File: src/rtl/mem_stage_ctrl.sv
// Memory-stage controller: sequences one data-cache access per instruction, stalls the
// pipeline until the hit, and resolves branch/jump redirects. Optional macro: STALL_CNT_EN.
module mem_stage_ctrl #(
    parameter int WORD_W = 32
) (
    input  logic              CLK,
    input  logic              nRST,
    input  logic              dREN,
    input  logic              dWEN,
    input  logic              halt,
    input  logic              Branch,
    input  logic              bne,
    input  logic              zero,
    input  logic              Jump,
    input  logic [WORD_W-1:0] addr,
    input  logic [WORD_W-1:0] store_data,
    input  logic [WORD_W-1:0] baddr,
    input  logic [WORD_W-1:0] jaddr,
    input  logic              dhit,
    input  logic [WORD_W-1:0] dmemload,
    output logic              dmemREN,
    output logic              dmemWEN,
    output logic [WORD_W-1:0] dmemaddr,
    output logic [WORD_W-1:0] dmemstore,
    output logic [WORD_W-1:0] load_data,
    output logic              mem_stall,
    output logic              flush,
    output logic              npc_sel,
    output logic [WORD_W-1:0] npc,
    output logic              halt_out
`ifdef STALL_CNT_EN
    ,
    output logic [31:0]       stall_cycles
`endif
);

    typedef enum logic [1:0] {IDLE, ACCESS, DONE, HALTED} state_t;

    state_t            r_state;
    state_t            w_next;
    logic              r_is_wr;
    logic [WORD_W-1:0] r_addr;
    logic [WORD_W-1:0] r_wdata;
    logic [WORD_W-1:0] r_load;
    logic              w_req;
    logic              w_capture;
    logic              w_load_done;
    logic              w_in_access;
    logic              w_taken;

    assign w_req = dREN | dWEN;

    always_ff @(posedge CLK or negedge nRST) begin
        if (!nRST) begin
            r_state <= IDLE;
        end else begin
            r_state <= w_next;
        end
    end

    always_comb begin
        w_next      = r_state;
        w_capture   = 1'b0;
        w_load_done = 1'b0;
        case (r_state)
            IDLE: begin
                if (halt) begin
                    w_next = HALTED;
                end else if (w_req) begin
                    w_next    = ACCESS;
                    w_capture = 1'b1;
                end
            end
            ACCESS: begin
                if (dhit) begin
                    w_next      = DONE;
                    w_load_done = ~r_is_wr;
                end
            end
            DONE:    w_next = IDLE;
            HALTED:  w_next = HALTED;
            default: w_next = IDLE;
        endcase
    end

    // The request is held in local registers so it stays stable while dhit is low.
    always_ff @(posedge CLK or negedge nRST) begin
        if (!nRST) begin
            r_is_wr <= 1'b0;
            r_addr  <= '0;
            r_wdata <= '0;
            r_load  <= '0;
        end else begin
            if (w_capture) begin
                r_is_wr <= dWEN;
                r_addr  <= addr;
                r_wdata <= store_data;
            end
            if (w_load_done) begin
                r_load <= dmemload;
            end
        end
    end

    assign w_in_access = (r_state == ACCESS);
    assign dmemREN     = w_in_access & ~r_is_wr;
    assign dmemWEN     = w_in_access & r_is_wr;
    assign dmemaddr    = w_in_access ? r_addr  : '0;
    assign dmemstore   = w_in_access ? r_wdata : '0;
    assign load_data   = r_load;
    assign halt_out    = (r_state == HALTED);
    assign mem_stall   = w_in_access | ((r_state == IDLE) & w_req & ~halt);

    // Redirects wait until the memory stage is free so a stalled instruction is not lost.
    assign w_taken = Branch & (zero ^ bne);
    assign flush   = (w_taken | Jump) & ~mem_stall & ~halt_out;
    assign npc_sel = flush;
    assign npc     = Jump ? jaddr : baddr;

`ifdef STALL_CNT_EN
    logic [31:0] r_stall_cnt;

    always_ff @(posedge CLK or negedge nRST) begin
        if (!nRST) begin
            r_stall_cnt <= '0;
        end else if (mem_stall && (r_stall_cnt != 32'hFFFF_FFFF)) begin
            r_stall_cnt <= r_stall_cnt + 32'd1;
        end
    end

    assign stall_cycles = r_stall_cnt;
`endif

endmodule

File: config.mk
export PLATFORM = sky130hd
export DESIGN_NAME = mem_stage_ctrl
export DESIGN_NICKNAME = d
export VERILOG_FILES = /design/src/rtl/mem_stage_ctrl.sv
export SDC_FILE = /design/constraint.sdc
export NUM_CORES = 1
export LEC_CHECK = 0
export ABC_AREA = 0
export BUFFER_PORTS_ARGS = -buffer_cell sky130_fd_sc_hd__buf_2
export CAP_MARGIN = 10
export CORE_MARGIN = 2
export CORE_UTILIZATION = 25
export CTS_CLUSTER_SIZE = 8
export DETAILED_ROUTE_END_ITERATION = 10
export PLACE_DENSITY_LB_ADDON = 0.05
export SYNTH_ARGS = -nofsm -noshare
export SYNTH_HDL_FRONTEND = slang
export SYNTH_SLANG_ARGS = --single-unit
File: constraint.sdc
create_clock -name CLK -period 4.1 [get_ports CLK]
set_input_delay 0.41 -clock CLK [delete_from_list [all_inputs] [get_ports CLK]]
set_output_delay 0.41 -clock CLK [all_outputs]
set_load 0.1 [all_outputs]
# Word-level counts from Yosys, hierarchy flattened
# Index checks and enable logic that the tools add are counted.
# classes
eq_ne	5
muxes	12
bitwise	15
n_reduce_logical	2
# ops
op	n
32-bit 2-to-1 mux	3
2-bit case mux with 4 select lines	1
1-bit bitwise AND	7
2-bit 2-to-1 mux	3
1-bit 2-to-1 mux	5
2-bit == test (second input constant)	2
1-bit NOT	4
3-bit != test (second input constant)	1
1-bit OR	3
2-bit by 1-bit == test with 1-bit output (second input constant)	1
2-bit logical NOT	1
2-bit != test (second input constant)	1
2-bit AND reduction	1
1-bit XOR	1
# word_totals
ff_bits	99
word_cells	39

# Depth between registers and ports, before layout
# Gate-level depths: netlist of the first run.
# logic_depth
depth_word	7
ltp_mapped	8
ltp_nobuf	5

# Worst setup path before layout of the first run
# OpenSTA, ideal clock, no wires.
# synth_path
path_type	register to output
from	reg r_state[0]
to	out npc_sel
t_arrival_ns	4.729
setup_slack_ns	-1.039
stages_incl_launch_ff	9
path_buffers	3
path_cell_list	dfrtp_1 > inv_1 > ha_1 > nor2b_4 > nor2b_4 > buf_8 > buf_12 > nor4_1 > buf_4
# synth_between
elab_chain_cells	7
# synth_lines
item	line_no	rtl
from (decl)	39	state_t r_state;
from (signal assigned)	57	r_state <= w_next;
2-bit logical NOT	112	assign mem_stall = w_in_access | ((r_state == IDLE) & w_req & ~halt);
1-bit bitwise AND (2 in a row)	112	
1-bit OR	112	
1-bit NOT	116	assign flush = (w_taken | Jump) & ~mem_stall & ~halt_out;
1-bit bitwise AND	116	
1-bit bitwise AND *	116	
to (decl)	28	output logic npc_sel,
# Mark *: on every way between the ends. The rest lies on a longest branch, timed or not.

# Final worst setup path of the first run
# layout_path
from	reg r_state[1]
to	out dmemWEN
# layout_between
elab_chain_cells	2
# layout_lines
item	line_no	rtl
2-bit by 1-bit == test with 1-bit output	105	assign w_in_access = (r_state == ACCESS);
1-bit bitwise AND	107	assign dmemWEN = w_in_access & r_is_wr;
to (decl)	22	output logic dmemWEN,
# Every way passes these cells.

==> impl_metrics.tcl, run 1 <==
set metrics [dict create \
    intPower_w 0.00158 \
    crit_path_end_kind "primary output" \
    antenna_left 0 \
    grt_max_degree 73 \
    grt_overflow_total 0 \
    timing_worst_setup_path_type "flop to primary output" \
    holdWs_ps 197 \
    synth_flop_cell "dfrtp_1" \
    htree_levels 3 \
    clock-root-buffer "clkbuf_16" \
    switchingPower_w 0.000621 \
    grt_first_pass_wirelength_mm 21.3 \
    gp_congestion 0.721 \
    cp.arrival_ps 2410 \
    layout.cells.most_common "buf_2" \
    setup_viol 0 \
    syn-num-nets 509 \
    yosysWarnings 0 \
    grt_pass1_vias 3840 \
    wl_per_cell_um 15.9 \
    layout_common_cells "302 x buf_2, 99 x dfrtp_1, 68 x mux2_4" \
    ys_seq_area_share_pct 50.1 \
    switching_share_pct 28.2 \
    via_per_inst 4.08 \
    dieArea_um2 20900 \
    seqPwrFrac_pct 44.4 \
    finalSetupTns_ps 0 \
    ys_types 26 \
    syn_area_um2 4940 \
    regToRegSetupSlack_ps 1530 \
    min_path_type "input pin to asynchronous set/reset pin" \
    run_status "complete, no violations" \
    cp-start-kind "flop" \
    antenna_found_initial 3 \
    fin_crit_ps 2820 \
    cts_buffer_depth 2 \
    fmax_mhz 355 \
    num_io_pins 304 \
    grt_usage_pct 13.5 \
    layout-drive-gt1-share_pct 71.6 \
    cts.clk_slew.worst_paths_ps 70 \
    hold_viol 0 \
    slew-limit-headroom_pct 28.4 \
    combinationalPowerShare_pct 15.7 \
    cts_buffers 9 \
    fp.dieH_um 145 \
    vias 3687 \
    postCtsSetupRepairBufs 0 \
    cts_tree "yes" \
    die_w_um 145 \
    cts_hold_buf 0 \
    area_delta_synth_final_pct 40.5 \
    skew_ps 9.52 \
    synth-edff-count 0 \
    ys_ff_latch 99 \
    p_per_area_nw_per_um2 317 \
    num_rows 51 \
    cts_resized 0 \
    core_area_um2 19500 \
    clock_sinks 99 \
    leakagePower_nw 3.99 \
    total_power_w 0.00220 \
    routed_wl_mm 14.4 \
    async_flop_share_pct 100 \
    dp_hpwl_mm 10.9 \
    worstPathMaxFanout 38 \
    firstDrtPassIters 4 \
    drc 0 \
    insertion_delay_ps 340 \
    syn_inst 336 \
    crit_required_ps 3690 \
    p_clk_share_pct 40.0 \
    cap_violations 0 \
    ir_drop_mv 0.180 \
    avgSynthCellArea_um2 14.7 \
    start_util_pct 25.4 \
    tightest_slew_ps 1070 \
    period_share_pct 68.7 \
    port_buffers 303 \
    rsz0062_at_grt "false" \
    maxSlewViolCount 0 \
    drt_iter0_markers 71 \
    final_nets 805 \
]
critical path, cell delays in order, from the launching register on:
cell and delay, ps:
dfrtp_1 380, inv_1 100, ha_2 530, buf_4 420
and2_1 190, buf_2 440
power by group through the flow:
stage	clock (W)	sequential [W]	combinational [W]
after global routing	0.000957	0.000975	0.000365
after detailed placement	0	0.000995	0.000349
after CTS	0.000928	0.000975	0.000350
after global placement	0	0.000995	0.000348
after floorplan	0	0.000995	0.000224
final	0.000879	0.000976	0.000345
flip-flops by register name, summed over array words and instances, names as in the netlist:
signal and cells:
r_is_wr 1, load_data 32, r_addr 32, r_state 2
r_wdata 32
worst paths after layout:
kind,depth (start not counted),end,from
max,5,dmemWEN,r_state[1]
max reg2reg,6,r_addr[22],r_state[0]
min in group CLK,2,r_addr[2],addr[2]
min reg2reg,1,r_addr[6],r_addr[6]
min,1,load_data[4],nRST
max in group asynchronous,2,load_data[15],nRST
cell families (layout without fill, tap and decap cells):
kind of cell / count (synthesis) / in the layout / share of synthesized area, %
muxes: 129 / 129 / 34.5
xor gates and xnor gates: 1 / 1 / 0.177
DFF: 99 / 99 / 50.1
buffers and inverters: 24 / 325 / 4.12
adders and majority gates: 3 / 3 / 0.759
AOI/OAI and AO/OA: 4 / 4 / 0.531
other: 0 / 2 / 0
and+or+nand+nor: 76 / 76 / 9.79
final cells by class:
| class | instances | area, um^2 |
|---|---|---|
| fillers | 1991 | 12500 |
| flip-flops and latches | 99 | 2480 |
| clock inverters | 4 | 48.8 |
| inverters | 2 | 7.51 |
| multi-input cells | 213 | 2270 |
| repair buffers | 307 | 1550 |
| diodes | 2 | 5.00 |
| clock buffers | 12 | 256 |
| well taps | 265 | 332 |
synthesized netlist by cell type, types with 2 or more instances:
cell	number	area share, %
dfrtp_1	99	50
mux2_4	68	21
and2_1	65	8.2
mux2_2	60	14
clkbuf_1	8	0.61
buf_12	4	1.6
buf_2	3	0.30
buf_4	3	0.46
buf_6	3	0.68
ha_1	3	0.76
a21oi_1	2	0.20
inv_1	2	0.15
nor2b_4	2	0.56
nor3_1	2	0.20
through the flow:
stage	util [%]	area (um^2)	setup WS, ps	std cells
after detailed placement	34.1	6640	1500	886
after global placement	34.1	6640	1550	886
after global routing	35.7	6940	1080	902
final	35.7	6950	1280	904
after floorplan	-	4950	262	336
after CTS	35.7	6940	1190	902
routing by layer:
metal	track usage (%)	wire length, um
met1	15.5	5730
met2	23.4	7150
met3	5.10	1310
met4	3.63	188
met5	0	26
(Power assumes the default switching activity.)
==> inputs of run 2 (changes only) <==
--- a/config.mk
+++ b/config.mk
@@ -5,7 +5,7 @@
 export SDC_FILE = /design/constraint.sdc
 export NUM_CORES = 1
 export LEC_CHECK = 0
-export ABC_AREA = 0
+export ABC_AREA = 1
 export BUFFER_PORTS_ARGS = -buffer_cell sky130_fd_sc_hd__buf_2
 export CAP_MARGIN = 10
 export CORE_MARGIN = 2
==> constraint.sdc (replaced) <==
create_clock -name CLK -period 2.5 [get_ports CLK]
set_input_delay 0.25 -clock CLK [delete_from_list [all_inputs] [get_ports CLK]]
set_output_delay 0.25 -clock CLK [all_outputs]
set_load 0.1 [all_outputs]
==> impl_metrics.tcl, run 2 <==
set metrics [dict create \
    layout.cells.most_common "buf_2" \
    cp.arrival_ps 1950 \
    num_rows 51 \
    leakagePower_nw 4.48 \
    run_status "complete, no violations" \
    core_area_um2 19500 \
    fin_crit_ps 2200 \
    area_delta_synth_final_pct 40.8 \
    grt_max_degree 68 \
    setup_viol 0 \
    synth_top_area_cell "dfrtp_1" \
    cts_buffer_depth 2 \
    hold_viol 0 \
    crit_path_end_kind "primary output" \
    maxSlewViolCount 0 \
    timing_worst_setup_path_type "flop to primary output" \
    slew-limit-headroom_pct 50.6 \
    grt_overflow_total 0 \
    seq_area_um2 2480 \
    drt_iter0_markers 236 \
    multi_input_area_um2 1990 \
    start_util_pct 25.5 \
    utilization_pct 35.9 \
    vias 5121 \
    seqPwrFrac_pct 24.3 \
    syn_area_um2 4970 \
    p_per_area_nw_per_um2 1610 \
    tightest_slew_ps 741 \
    fp.dieH_um 145 \
    postCtsSetupRepairBufs 0 \
    final_nets 1085 \
    crit_start "r_state[1]" \
    dp_hpwl_mm 13.6 \
    ys_ff_latch 99 \
    grt_first_pass_wirelength_mm 28.4 \
    intPower_w 0.00416 \
    gp_congestion 0.840 \
    avgSynthCellArea_um2 7.88 \
    clock-root-buffer "clkbuf_16" \
    p_clk_share_pct 11.6 \
    syn-num-nets 803 \
    grt_pass1_vias 5219 \
    cap_violations 0 \
    min_path_type "input pin to flop" \
    layout_common_cells "300 x buf_2, 268 x nand2_1, 99 x dfrtp_1" \
    firstDrtPassIters 4 \
    dieArea_um2 21000 \
    antenna_left 0 \
    critPathCapture "dmemaddr[10]" \
    ys_types 18 \
    setup_slack_ps 300 \
    insertion_delay_ps 340 \
    fmax_mhz 454 \
    layout-drive-gt1-share_pct 40.3 \
    cts_buffers 9 \
    die_w_um 145 \
    synth_top_area_share_pct 49.9 \
    cts_tree "yes" \
    ir_drop_mv 0.569 \
    htree_levels 3 \
    routed_wl_mm 18.3 \
    cts.clk_slew.worst_paths_ps 70 \
    ys_seq_area_share_pct 49.9 \
    crit_required_ps 2250 \
    via_per_inst 4.33 \
    yosys-top-cells-count "269 x nand2_1, 99 x dfrtp_1, 96 x nand3_1" \
    combinationalPowerShare_pct 64.1 \
    drc 0 \
    yosysWarnings 0 \
    regToRegSetupSlack_ps 480 \
    dp_slack_ps 450 \
    period_share_pct 88.0 \
    rsz0062_at_grt "false" \
    async_flop_share_pct 100 \
    synth-edff-count 0 \
    reg2regPathDepth 7 \
    synth_flop_cell "dfrtp_1" \
    synth_most_common_cell "nand2_1" \
    wl_per_cell_um 15.4 \
    syn_inst 630 \
    grt_usage_pct 17.2 \
    skew_ps 11.1 \
    cp-start-kind "flop" \
    worst_r2r_endpoint "load_data[30]" \
    antenna_found_initial 5 \
    num_io_pins 304 \
    finalSetupTns_ps 0 \
    switching_share_pct 63.0 \
    switchingPower_w 0.00709 \
    clock_sinks 99 \
    worstPathMaxFanout 43 \
    synthTopCellsByArea "dfrtp_1 50%, nand2_1 20%, nand3_1 9.7%" \
    r2r_start "r_state[1]" \
    port_buffers 303 \
    fillCellCount 2137 \
]
==> run 2: changes by cell type after synthesis, moves of 28 or more <==
| cell | before | now |
|---|---|---|
| nand3_1 | 0 | 96 |
| mux2_2 | 60 | 32 |
| inv_1 | 2 | 70 |
| mux2_4 | 68 | 0 |
| and2_1 | 65 | 0 |
| nand2_1 | 1 | 269 |
==> run 2: repair_timing <==
item,4_1_cts,5_1_grt
endpoints found under the hold margin,42,0
setup endpoints to repair,0,2
hold buffers,1,0
resized for setup,0,1
==> run 2: routing by layer <==
layer	routed length, um	GRT usage (%)	part of all wire [%]	vias up
met1	7250	20.4	40	2375
met2	9140	29.7	50	223
met4	546	7.43	3.0	4
met3	1300	4.18	7.1	30
met5	30	0	0.16	-
li1	-	-	-	2489
==> run 2: cell type report <==
cell class                      count  share of cell area, %
Antenna cell                        2                 0.0716
Clock buffer                        9                   3.22
Clock inverter                      6                  0.573
Inverter                           72                   3.87
Multi-Input combinational cell    416                   28.5
Sequential cell                    99                   35.4
Tap cell                          265                   4.74
Timing Repair Buffer              314                   23.6
==> run 2: power by group through the flow <==
stage               logic, W  registers (W)  clock network [W]
global placement     0.00724        0.00275                  0
floorplan            0.00436        0.00434                  0
CTS                  0.00729        0.00273            0.00136
global route         0.00763        0.00282            0.00144
finish               0.00722        0.00273            0.00130
detailed placement   0.00729        0.00275                  0
==> run 2: cells by family after synthesis <==
group                    count (synthesis)  share of synthesized area (%)
AO/OA/AOI/OAI                            3                          0.302
adder cells (fa/ha/maj)                  3                          0.756
buffers and inverters                  115                           10.3
flip-flops                              99                           49.9
multiplexers                            32                           7.26
AND/OR/NAND/NOR                        378                           31.5
==> run 2: how the worst min path moves through the flow <==
stage,startpoint,endpoint,slack [ps],cells past startpoint
after global routing,addr[17],r_addr[17],130,3
after detailed placement,nRST,r_addr[12],310,1
after CTS,store_data[11],r_wdata[11],120,3
final,addr[19],r_addr[19],130,3
after global placement,nRST,r_addr[14],310,1
after floorplan,nRST,load_data[0],-50,0
==> run 2: through the flow <==
stage	cells	power [W]	cell area [um^2]	hold WS (ps)
CTS	1181	0.0114	6980	118
global placement	1165	0.00999	6710	307
detailed placement	1165	0.0100	6710	307
global route	1183	0.0119	6990	128
finish	1183	0.0113	6990	133
floorplan	630	0.00870	4970	-45.6
==> run 2: critical path, cell delays in order (launching register included) <==
cell and delay [ps]:
dfrtp_1 390, inv_1 90, ha_2 210, buf_6 310
nand2_1 110, inv_1 70, buf_2 410
